--- src/rtl/mc_control_pkg.sv ---
// Shared encodings for the multi-cycle MIPS control FSM.
// Holds state codes, opcode/funct values, ALU control codes and mux selects.
// Pure constants; no logic lives here.
package mc_control_pkg;

  // FSM state encodings, exported on State for the debug display
  typedef enum logic [3:0] {
    S_RST    = 4'd0,
    S_FETCH  = 4'd1,
    S_DECODE = 4'd2,
    S_MEMADR = 4'd3,
    S_MEMRD  = 4'd4,
    S_MEMWB  = 4'd5,
    S_MEMWR  = 4'd6,
    S_EXEC   = 4'd7,
    S_ALUWB  = 4'd8,
    S_BRANCH = 4'd9,
    S_ADDIEX = 4'd10,
    S_ADDIWB = 4'd11,
    S_JUMP   = 4'd12
  } state_t;

  // Opcodes (IR[31:26])
  localparam logic [5:0] OP_RTYPE = 6'h00;
  localparam logic [5:0] OP_LW    = 6'h23;
  localparam logic [5:0] OP_SW    = 6'h2B;
  localparam logic [5:0] OP_BEQ   = 6'h04;
  localparam logic [5:0] OP_BNE   = 6'h05;
  localparam logic [5:0] OP_ADDI  = 6'h08;
  localparam logic [5:0] OP_J     = 6'h02;

  // R-type funct field (IR[5:0])
  localparam logic [5:0] FN_ADD = 6'h20;
  localparam logic [5:0] FN_SUB = 6'h22;
  localparam logic [5:0] FN_AND = 6'h24;
  localparam logic [5:0] FN_OR  = 6'h25;
  localparam logic [5:0] FN_SLT = 6'h2A;

  // ALU operation codes
  localparam logic [2:0] ALU_ADD = 3'b010;
  localparam logic [2:0] ALU_SUB = 3'b110;
  localparam logic [2:0] ALU_AND = 3'b000;
  localparam logic [2:0] ALU_OR  = 3'b001;
  localparam logic [2:0] ALU_SLT = 3'b111;

  // ALU B operand select
  localparam logic [1:0] SRCB_B       = 2'b00;
  localparam logic [1:0] SRCB_FOUR    = 2'b01;
  localparam logic [1:0] SRCB_SEXT    = 2'b10;
  localparam logic [1:0] SRCB_SEXT_SH = 2'b11;

  // Next-PC source select
  localparam logic [1:0] PCSRC_ALU    = 2'b00;
  localparam logic [1:0] PCSRC_ALUOUT = 2'b01;
  localparam logic [1:0] PCSRC_JUMP   = 2'b10;

endpackage

--- src/rtl/mc_control_if.sv ---
// Bundle between the control FSM (master) and the multi-cycle datapath (slave).
// Step exists only when MC_CONTROL_STEP_EN is defined.
// Memory handshake is MemRead/MemWrite request held until MemReady.
interface mc_control_if;
  logic [5:0] Op;
  logic [5:0] Funct;
  logic       Zero;
  logic       MemReady;
`ifdef MC_CONTROL_STEP_EN
  logic       Step;
`endif
  logic       PCEn;
  logic       IorD;
  logic       MemRead;
  logic       MemWrite;
  logic       IRWrite;
  logic       RegDst;
  logic       MemtoReg;
  logic       RegWrite;
  logic       ALUSrcA;
  logic [1:0] ALUSrcB;
  logic [2:0] ALUCtrl;
  logic [1:0] PCSrc;
  logic [3:0] State;
  logic       IllegalOp;
  logic       MemErr;

  modport master (
`ifdef MC_CONTROL_STEP_EN
    input  Step,
`endif
    input  Op, Funct, Zero, MemReady,
    output PCEn, IorD, MemRead, MemWrite, IRWrite, RegDst, MemtoReg,
    output RegWrite, ALUSrcA, ALUSrcB, ALUCtrl, PCSrc, State,
    output IllegalOp, MemErr
  );

  modport slave (
`ifdef MC_CONTROL_STEP_EN
    output Step,
`endif
    output Op, Funct, Zero, MemReady,
    input  PCEn, IorD, MemRead, MemWrite, IRWrite, RegDst, MemtoReg,
    input  RegWrite, ALUSrcA, ALUSrcB, ALUCtrl, PCSrc, State,
    input  IllegalOp, MemErr
  );
endinterface

--- src/rtl/mc_alu_dec.sv ---
// R-type funct to ALU control decoder with a valid flag for unknown functs.
// Latency: purely combinational.
// Backpressure: none.
module mc_alu_dec
  import mc_control_pkg::*;
(
  input  logic [5:0] funct,
  output logic [2:0] alu_ctrl,
  output logic       alu_vld
);

  // Map funct to ALU op; unknown functs fall back to add and flag invalid
  always_comb begin
    alu_ctrl = ALU_ADD;
    alu_vld  = 1'b1;
    case (funct)
      FN_ADD:  alu_ctrl = ALU_ADD;
      FN_SUB:  alu_ctrl = ALU_SUB;
      FN_AND:  alu_ctrl = ALU_AND;
      FN_OR:   alu_ctrl = ALU_OR;
      FN_SLT:  alu_ctrl = ALU_SLT;
      default: alu_vld  = 1'b0;
    endcase
  end

endmodule

--- src/rtl/mc_control.sv ---
// Multi-cycle MIPS control FSM; optional single-step gate via MC_CONTROL_STEP_EN.
// Latency: R/addi/sw 4 cycles, lw 5, beq/bne/j 3 with MemReady held high.
// Backpressure: memory states hold on MemReady=0 up to MEM_TIMEOUT cycles, then flag MemErr.
module mc_control
  import mc_control_pkg::*;
#(
  parameter int unsigned MEM_TIMEOUT = 255
) (
  input  logic        CLK,
  input  logic        RST,
  mc_control_if.master bus
);

  // Counter value seen during the last allowed waiting cycle
  localparam logic [7:0] TO_LAST = 8'(MEM_TIMEOUT - 1);

  state_t     state_q, state_d;
  logic [7:0] cnt_q, cnt_d;
  logic       illegal_q, illegal_d;
  logic       mem_err_q, mem_err_d;

  logic [2:0] dec_ctrl;
  logic       dec_vld;
  logic       fetch_go;
  logic       mem_to;

  mc_alu_dec u_alu_dec (
    .funct    (bus.Funct),
    .alu_ctrl (dec_ctrl),
    .alu_vld  (dec_vld)
  );

  // Timeout fires only when the last allowed cycle also lacks MemReady
  assign mem_to = (cnt_q == TO_LAST) && !bus.MemReady;

`ifdef MC_CONTROL_STEP_EN
  logic step_q;
  logic armed_q, armed_d;
  logic fetch_done;

  assign fetch_go   = armed_q;
  assign fetch_done = (state_q == S_FETCH) && armed_q && bus.MemReady;

  // One Step rising edge arms exactly one fetch; a completed fetch disarms
  always_comb begin
    armed_d = armed_q;
    if (fetch_done) armed_d = 1'b0;
    if (bus.Step && !step_q) armed_d = 1'b1;
  end

  // Step edge detector and arm flag
  always_ff @(posedge CLK or posedge RST) begin
    if (RST) begin
      step_q  <= 1'b0;
      armed_q <= 1'b0;
    end else begin
      step_q  <= bus.Step;
      armed_q <= armed_d;
    end
  end
`else
  assign fetch_go = 1'b1;
`endif

  // Next state, timeout counter, sticky flags and all datapath controls
  always_comb begin
    state_d      = state_q;
    cnt_d        = cnt_q;
    illegal_d    = illegal_q;
    mem_err_d    = mem_err_q;
    bus.PCEn     = 1'b0;
    bus.IorD     = 1'b0;
    bus.MemRead  = 1'b0;
    bus.MemWrite = 1'b0;
    bus.IRWrite  = 1'b0;
    bus.RegDst   = 1'b0;
    bus.MemtoReg = 1'b0;
    bus.RegWrite = 1'b0;
    bus.ALUSrcA  = 1'b0;
    bus.ALUSrcB  = SRCB_B;
    bus.ALUCtrl  = ALU_AND;
    bus.PCSrc    = PCSRC_ALU;

    case (state_q)
      S_RST: state_d = S_FETCH;

      S_FETCH: begin
        bus.ALUSrcB = SRCB_FOUR;
        bus.ALUCtrl = ALU_ADD;
        if (fetch_go) begin
          bus.MemRead = 1'b1;
          if (bus.MemReady) begin
            bus.IRWrite = 1'b1;
            bus.PCEn    = 1'b1;
            state_d     = S_DECODE;
          end else if (mem_to) begin
            // Retry the fetch from the same PC with a fresh wait budget
            mem_err_d = 1'b1;
            cnt_d     = '0;
          end else begin
            cnt_d = cnt_q + 8'd1;
          end
        end
      end

      S_DECODE: begin
        // Precompute the branch target while the opcode is decoded
        bus.ALUSrcB = SRCB_SEXT_SH;
        bus.ALUCtrl = ALU_ADD;
        case (bus.Op)
          OP_LW, OP_SW:   state_d = S_MEMADR;
          OP_RTYPE:       state_d = S_EXEC;
          OP_BEQ, OP_BNE: state_d = S_BRANCH;
          OP_ADDI:        state_d = S_ADDIEX;
          OP_J:           state_d = S_JUMP;
          default: begin
            illegal_d = 1'b1;
            state_d   = S_FETCH;
          end
        endcase
      end

      S_MEMADR: begin
        bus.ALUSrcA = 1'b1;
        bus.ALUSrcB = SRCB_SEXT;
        bus.ALUCtrl = ALU_ADD;
        state_d     = (bus.Op == OP_SW) ? S_MEMWR : S_MEMRD;
      end

      S_MEMRD: begin
        bus.IorD    = 1'b1;
        bus.MemRead = 1'b1;
        if (bus.MemReady) begin
          state_d = S_MEMWB;
        end else if (mem_to) begin
          mem_err_d = 1'b1;
          state_d   = S_FETCH;
        end else begin
          cnt_d = cnt_q + 8'd1;
        end
      end

      S_MEMWB: begin
        bus.RegWrite = 1'b1;
        bus.MemtoReg = 1'b1;
        state_d      = S_FETCH;
      end

      S_MEMWR: begin
        bus.IorD     = 1'b1;
        bus.MemWrite = 1'b1;
        if (bus.MemReady) begin
          state_d = S_FETCH;
        end else if (mem_to) begin
          mem_err_d = 1'b1;
          state_d   = S_FETCH;
        end else begin
          cnt_d = cnt_q + 8'd1;
        end
      end

      S_EXEC: begin
        bus.ALUSrcA = 1'b1;
        bus.ALUSrcB = SRCB_B;
        if (dec_vld) begin
          bus.ALUCtrl = dec_ctrl;
          state_d     = S_ALUWB;
        end else begin
          // Unknown funct: abandon the instruction without a register write
          bus.ALUCtrl = ALU_ADD;
          illegal_d   = 1'b1;
          state_d     = S_FETCH;
        end
      end

      S_ALUWB: begin
        bus.RegWrite = 1'b1;
        bus.RegDst   = 1'b1;
        state_d      = S_FETCH;
      end

      S_BRANCH: begin
        bus.ALUSrcA = 1'b1;
        bus.ALUSrcB = SRCB_B;
        bus.ALUCtrl = ALU_SUB;
        bus.PCSrc   = PCSRC_ALUOUT;
        bus.PCEn    = (bus.Op == OP_BNE) ? !bus.Zero : bus.Zero;
        state_d     = S_FETCH;
      end

      S_ADDIEX: begin
        bus.ALUSrcA = 1'b1;
        bus.ALUSrcB = SRCB_SEXT;
        bus.ALUCtrl = ALU_ADD;
        state_d     = S_ADDIWB;
      end

      S_ADDIWB: begin
        bus.RegWrite = 1'b1;
        state_d      = S_FETCH;
      end

      S_JUMP: begin
        bus.PCSrc = PCSRC_JUMP;
        bus.PCEn  = 1'b1;
        state_d   = S_FETCH;
      end

      default: state_d = S_FETCH;
    endcase

    // Any state change starts the next wait with a clean count
    if (state_d != state_q) cnt_d = '0;
  end

  // State, counter and sticky flag registers
  always_ff @(posedge CLK or posedge RST) begin
    if (RST) begin
      state_q   <= S_RST;
      cnt_q     <= '0;
      illegal_q <= 1'b0;
      mem_err_q <= 1'b0;
    end else begin
      state_q   <= state_d;
      cnt_q     <= cnt_d;
      illegal_q <= illegal_d;
      mem_err_q <= mem_err_d;
    end
  end

  assign bus.State     = state_q;
  assign bus.IllegalOp = illegal_q;
  assign bus.MemErr    = mem_err_q;

endmodule
--- src/flat_wrapper.sv ---
// flat-port wrapper written by rule: the top's interface ports become plain ports
module mc_control_flat import mc_control_pkg::*;
#(
  parameter int unsigned MEM_TIMEOUT = 255
)
  (CLK, RST, bus_Op, bus_Funct, bus_Zero, bus_MemReady, bus_PCEn, bus_IorD, bus_MemRead, bus_MemWrite, bus_IRWrite, bus_RegDst, bus_MemtoReg, bus_RegWrite, bus_ALUSrcA, bus_ALUSrcB, bus_ALUCtrl, bus_PCSrc, bus_State, bus_IllegalOp, bus_MemErr);
  mc_control_if bus_i ();
  input  logic CLK;
  input  logic RST;
  input wire logic [$bits(bus_i.Op)-1:0] bus_Op;
  input wire logic [$bits(bus_i.Funct)-1:0] bus_Funct;
  input wire logic [$bits(bus_i.Zero)-1:0] bus_Zero;
  input wire logic [$bits(bus_i.MemReady)-1:0] bus_MemReady;
  output wire logic [$bits(bus_i.PCEn)-1:0] bus_PCEn;
  output wire logic [$bits(bus_i.IorD)-1:0] bus_IorD;
  output wire logic [$bits(bus_i.MemRead)-1:0] bus_MemRead;
  output wire logic [$bits(bus_i.MemWrite)-1:0] bus_MemWrite;
  output wire logic [$bits(bus_i.IRWrite)-1:0] bus_IRWrite;
  output wire logic [$bits(bus_i.RegDst)-1:0] bus_RegDst;
  output wire logic [$bits(bus_i.MemtoReg)-1:0] bus_MemtoReg;
  output wire logic [$bits(bus_i.RegWrite)-1:0] bus_RegWrite;
  output wire logic [$bits(bus_i.ALUSrcA)-1:0] bus_ALUSrcA;
  output wire logic [$bits(bus_i.ALUSrcB)-1:0] bus_ALUSrcB;
  output wire logic [$bits(bus_i.ALUCtrl)-1:0] bus_ALUCtrl;
  output wire logic [$bits(bus_i.PCSrc)-1:0] bus_PCSrc;
  output wire logic [$bits(bus_i.State)-1:0] bus_State;
  output wire logic [$bits(bus_i.IllegalOp)-1:0] bus_IllegalOp;
  output wire logic [$bits(bus_i.MemErr)-1:0] bus_MemErr;
  assign bus_i.Op = bus_Op;
  assign bus_i.Funct = bus_Funct;
  assign bus_i.Zero = bus_Zero;
  assign bus_i.MemReady = bus_MemReady;
  assign bus_PCEn = bus_i.PCEn;
  assign bus_IorD = bus_i.IorD;
  assign bus_MemRead = bus_i.MemRead;
  assign bus_MemWrite = bus_i.MemWrite;
  assign bus_IRWrite = bus_i.IRWrite;
  assign bus_RegDst = bus_i.RegDst;
  assign bus_MemtoReg = bus_i.MemtoReg;
  assign bus_RegWrite = bus_i.RegWrite;
  assign bus_ALUSrcA = bus_i.ALUSrcA;
  assign bus_ALUSrcB = bus_i.ALUSrcB;
  assign bus_ALUCtrl = bus_i.ALUCtrl;
  assign bus_PCSrc = bus_i.PCSrc;
  assign bus_State = bus_i.State;
  assign bus_IllegalOp = bus_i.IllegalOp;
  assign bus_MemErr = bus_i.MemErr;
  mc_control #(.MEM_TIMEOUT(MEM_TIMEOUT)) u_core (.CLK(CLK), .RST(RST), .bus(bus_i));
endmodule
--- config.mk ---
export PLATFORM = sky130hd
export DESIGN_NAME = mc_control_flat
export DESIGN_NICKNAME = d
export VERILOG_FILES = /design/src/rtl/mc_control_pkg.sv /design/src/rtl/mc_control_if.sv /design/src/rtl/mc_alu_dec.sv /design/src/rtl/mc_control.sv /design/src/flat_wrapper.sv
export SDC_FILE = /design/constraint.sdc
export NUM_CORES = 1
export LEC_CHECK = 0
export CAP_MARGIN = 20
export CELL_PAD_IN_SITES_DETAIL_PLACEMENT = 1
export CELL_PAD_IN_SITES_GLOBAL_PLACEMENT = 1
export CORE_MARGIN = 2
export CORE_UTILIZATION = 33
export DETAILED_ROUTE_END_ITERATION = 8
export PLACE_DENSITY_LB_ADDON = 0.1
export SETUP_SLACK_MARGIN = 0.5
export SYNTH_ARGS = -nofsm -noshare
export SYNTH_HDL_FRONTEND = slang
export SYNTH_SLANG_ARGS = --single-unit
--- constraint.sdc ---
create_clock -name CLK -period 1.7 [get_ports CLK]
set_clock_uncertainty 0.1 [all_clocks]
set_input_delay 0.34 -clock CLK [delete_from_list [all_inputs] [get_ports CLK]]
set_output_delay 0.34 -clock CLK [all_outputs]
set_load 0.01 [all_outputs]
==> results of run 1 <==
-- kinds of logic after synthesis --
kind of cell / after synthesis / synth area share
multiplexers: 1 / 0.008919
flip-flops: 14 / 0.3122
XOR/XNOR: 9 / 0.07024
AND/OR/NAND/NOR: 65 / 0.3289
buffers and inverters: 11 / 0.06577
adder cells (fa/ha/maj): 2 / 0.02229
AO/OA/AOI/OAI: 28 / 0.1918
-- stage by stage --
step | std cells | area, µm² | setup WS (ns)
after floorplan | 130 | 1249 | 0.1290
after global placement | 248 | 1931 | -0.7386
after detailed placement | 248 | 1931 | -0.7845
==> results.toml, run 1 <==
[synth]
synthMostInstantiatedCell = "nor2_1"
yosys_warnings = 0
synth_common_cells = "19 x nor2_1, 14 x dfrtp_1, 8 x nand2_1"
yosysTopAreaCell = "dfrtp_1"
synth_top_flop_cell = "dfrtp_1"
synth_area_um2 = 1122
ys_seq_area_frac = 0.3122
synthArstFlopShare = 1.000
synthCells = 130
synth_seq_cells = 14
yosysUniqueCellTypes = 56
syn-num-nets = 148
synth.area.top_cells = "dfrtp_1 31%, nor2_1 6.4%, xor2_1 4.7%"
syn_avg_cell_area_um2 = 8.633
synth_top_area_share = 0.3122
synth_edf_count = 0

[placement]
hpwlAfterDp_um = 3253
io_buffers = 37
routabilityCongestion = 0.7916

[clock_network]
cts_made_buffers = 3
clock_sinks = 14
cts-root-buf = "clkbuf_4"
htreeDepth = 1
clk_path_buf_depth = 2
postCtsSetupRepairBufs = 35
postCtsHoldBufs = 0
ctsResizeCount = 191

[status]
status = "stopped before the end"
haltStage = "clock tree synthesis (4_1_cts)"
stop_error = "[ERROR DPL-0033] detailed placement checks failed during check placement."

[floorplan]
die_y_um = 62.32
die_w_um = 62.32
rows = 21
initial_core_util = 0.3390
io_pins = 38
==> inputs of run 2 (changes only) <==
--- a/config.mk
+++ b/config.mk
@@ -6,13 +6,10 @@
 export NUM_CORES = 1
 export LEC_CHECK = 0
 export CAP_MARGIN = 20
-export CELL_PAD_IN_SITES_DETAIL_PLACEMENT = 1
-export CELL_PAD_IN_SITES_GLOBAL_PLACEMENT = 1
 export CORE_MARGIN = 2
-export CORE_UTILIZATION = 33
+export CORE_UTILIZATION = 30
 export DETAILED_ROUTE_END_ITERATION = 8
-export PLACE_DENSITY_LB_ADDON = 0.1
-export SETUP_SLACK_MARGIN = 0.5
+export PLACE_DENSITY_LB_ADDON = 0.15
 export SYNTH_ARGS = -nofsm -noshare
 export SYNTH_HDL_FRONTEND = slang
 export SYNTH_SLANG_ARGS = --single-unit
==> results.toml, run 2 <==
[floorplan]
coreArea_um2 = 3633
io_pins = 38
rows = 22
initial_core_util = 0.3089
die_w_um = 65.17
die-area_um2 = 4246
die_y_um = 65.17

[job]
maxCapViolCount = 0

[synth]
synth_edf_count = 0
synthMostInstantiatedCell = "nor2_1"
ys_seq_area_frac = 0.3122
synth_common_cells = "19 x nor2_1, 14 x dfrtp_1, 8 x nand2_1"
yosysUniqueCellTypes = 56
synth_top_area_share = 0.3122
synth.area.top_cells = "dfrtp_1 31%, nor2_1 6.4%, xor2_1 4.7%"
yosysTopAreaCell = "dfrtp_1"
synth_area_um2 = 1122
yosys_warnings = 0
synth_top_flop_cell = "dfrtp_1"
synth_seq_cells = 14
synthArstFlopShare = 1.000
syn_avg_cell_area_um2 = 8.633
syn-num-nets = 148
synthCells = 130

[clock_network]
clk_latency_ns = 0.24
postCtsHoldBufs = 0
cts_tree = "done"
clock_sinks = 14
clk_path_buf_depth = 2
cts-root-buf = "clkbuf_8"
cts_made_buffers = 3
htreeDepth = 1
clk_pin_slew_ns = 0.05

[timing]
setup_violations = 21
slew_headroom = 0.6531
worst_slack_ns = -0.1735
hold_viol = 0
tightest_slew_ns = 0.5198
post-route-period-util = 1.102
slew_violations = 0
rsz0062_at_grt = "yes"
fmax_mhz = 533.8
min_period_ns = 1.874

[setup_path]
cpMaxStageDelayCell = "dfrtp_2"
crit_family = "flip-flops"
crit_cells = 6
crit_top_cell = "buf_6"
worstPathCellList = "buf_6, buf_6, nand2b_4, nor2_4, a211o_1, buf_2"
end_kind = "output port"
crit_fanout = 4
worstRegToRegCells = 6
startpoint_type = "register"
slowest_delay_ns = 0.44
crit_arrival_ns = 1.43
cp.required_ns = 1.26
criticalPathCategory = "reg -> out"
crit_buf_inv = 3

[layout]
syn2layout_area_growth_pct = 102.9
layout.nets = 250
largest_reg_flops = 8
fillers = 343
multiInputGateArea_um2 = 940.9
final_cell_mix = "48 x buf_4, 22 x buf_6, 15 x buf_2"
top_register = "u_core.cnt_q"
mostFrequentLayoutCell = "buf_4"
register_area_um2 = 355.3
layout-drive-gt1-share = 0.6087
final_area_um2 = 2277
diodes = 0

[route]
drc_errors = 0
avgRoutedWirePerCell_um = 14.94
vias = 1401
ant_nets = 0
drtPass1Iterations = 4
vias_per_cell = 5.040
drt_iter0_markers = 37
routed_wl_um = 4153

[power_and_ir_drop]
power_density_nw_per_um2 = 1179
leakagePower_nw = 1.112
ir_drop_v = 0.0007521

[placement]
placed_cell_area_um2 = 1833
hpwlAfterDp_um = 2672
io_buffers = 37
routabilityCongestion = 0.7686
dpl_worst_slack_ns = -0.7844

[grt]
grt_overflow_total = 0
grt_usage = 0.2001
grt_pass1_vias = 1483
grt_pass1_wl_um = 6672
grt_max_degree = 15
grt_antenna_before_repair = 0

[status]
status = "complete, but fails checks"
violations = "negative setup slack"

[worst_hold_path]
min_path_type = "in -> async"
run 2: path summary, 6_finish.rpt:
| kind | from | to | slack (ns) |
|---|---|---|---|
| max | u_core.bus.State[3]$_DFF_PP0_ | bus_PCEn | -0.17 |
| min | RST | u_core.cnt_q[3]$_DFFE_PP0P_ | 0.33 |
| max reg2reg | u_core.bus.State[2]$_DFF_PP0_ | u_core.cnt_q[5]$_DFFE_PP0P_ | -0.03 |
| min reg2reg | u_core.bus.MemErr$_DFFE_PP0P_ | u_core.bus.MemErr$_DFFE_PP0P_ | 0.36 |
| max in group asynchronous | RST | u_core.bus.State[1]$_DFF_PP0_ | 0.79 |
| min in group CLK | u_core.bus.MemErr$_DFFE_PP0P_ | u_core.bus.MemErr$_DFFE_PP0P_ | 0.36 |
run 2: final cells by class:
class,count,area share
inverter,5,0.009341
multi-input combinational,105,0.4132
sequential,14,0.1560
clock buffer,3,0.01813
timing repair buffer,103,0.3769
tap,48,0.02637
run 2: per-stage QoR:
stage | std cells | hold WS, ns | total power [mW] | utilization | setup TNS [ns]
after floorplan | 130 | 0.1292 | 1.092 | - | 0
after global placement | 253 | 0.3401 | 1.791 | 0.5045 | -7.741
after detailed placement | 253 | 0.3479 | 1.792 | 0.5045 | -7.584
after CTS | 277 | 0.3601 | 2.499 | 0.5950 | -1.244
after global routing | 278 | 0.3712 | 2.834 | 0.6267 | -2.641
final | 278 | 0.3306 | 2.684 | 0.6267 | -1.405
run 2: routing by layer:
metal | track usage | up-vias | routed length [µm]
met5 | 0 | - | 0
met4 | 0.08333 | 0 | 106
met3 | 0.01370 | 10 | 164
met2 | 0.3622 | 36 | 2175
met1 | 0.2443 | 675 | 1708
li1 | - | 680 | -
run 2: where the power goes:
part / internal (mW) / total [mW] / leakage [nW] / switching [mW]
logic: 1.07 / 1.97 / 0.911 / 0.908
clock network: 0.156 / 0.263 / 0.0216 / 0.106
registers: 0.387 / 0.446 / 0.180 / 0.0595
run 2: cell families (layout without fill, tap and decap cells):
kind of cell    after synthesis  in the layout  synth area share
simple gates                 65             65            0.3289
compound gates               28             28            0.1918
flops                        14             14            0.3122
buf+inv                      11            111           0.06577
xor+xnor                      9              9           0.07024
fa+ha+maj                     2              2           0.02229
mux                           1              1          0.008919
run 2: repair_timing:
action                                  CTS  global route
pin swaps                                21            16
resized for setup                       160            25
hold endpoints to repair                  0             0
endpoints found under the setup margin   33            27
cloned                                    1             0
setup buffers                            21             1
No activity file was read; power rests on OpenSTA's default activity.
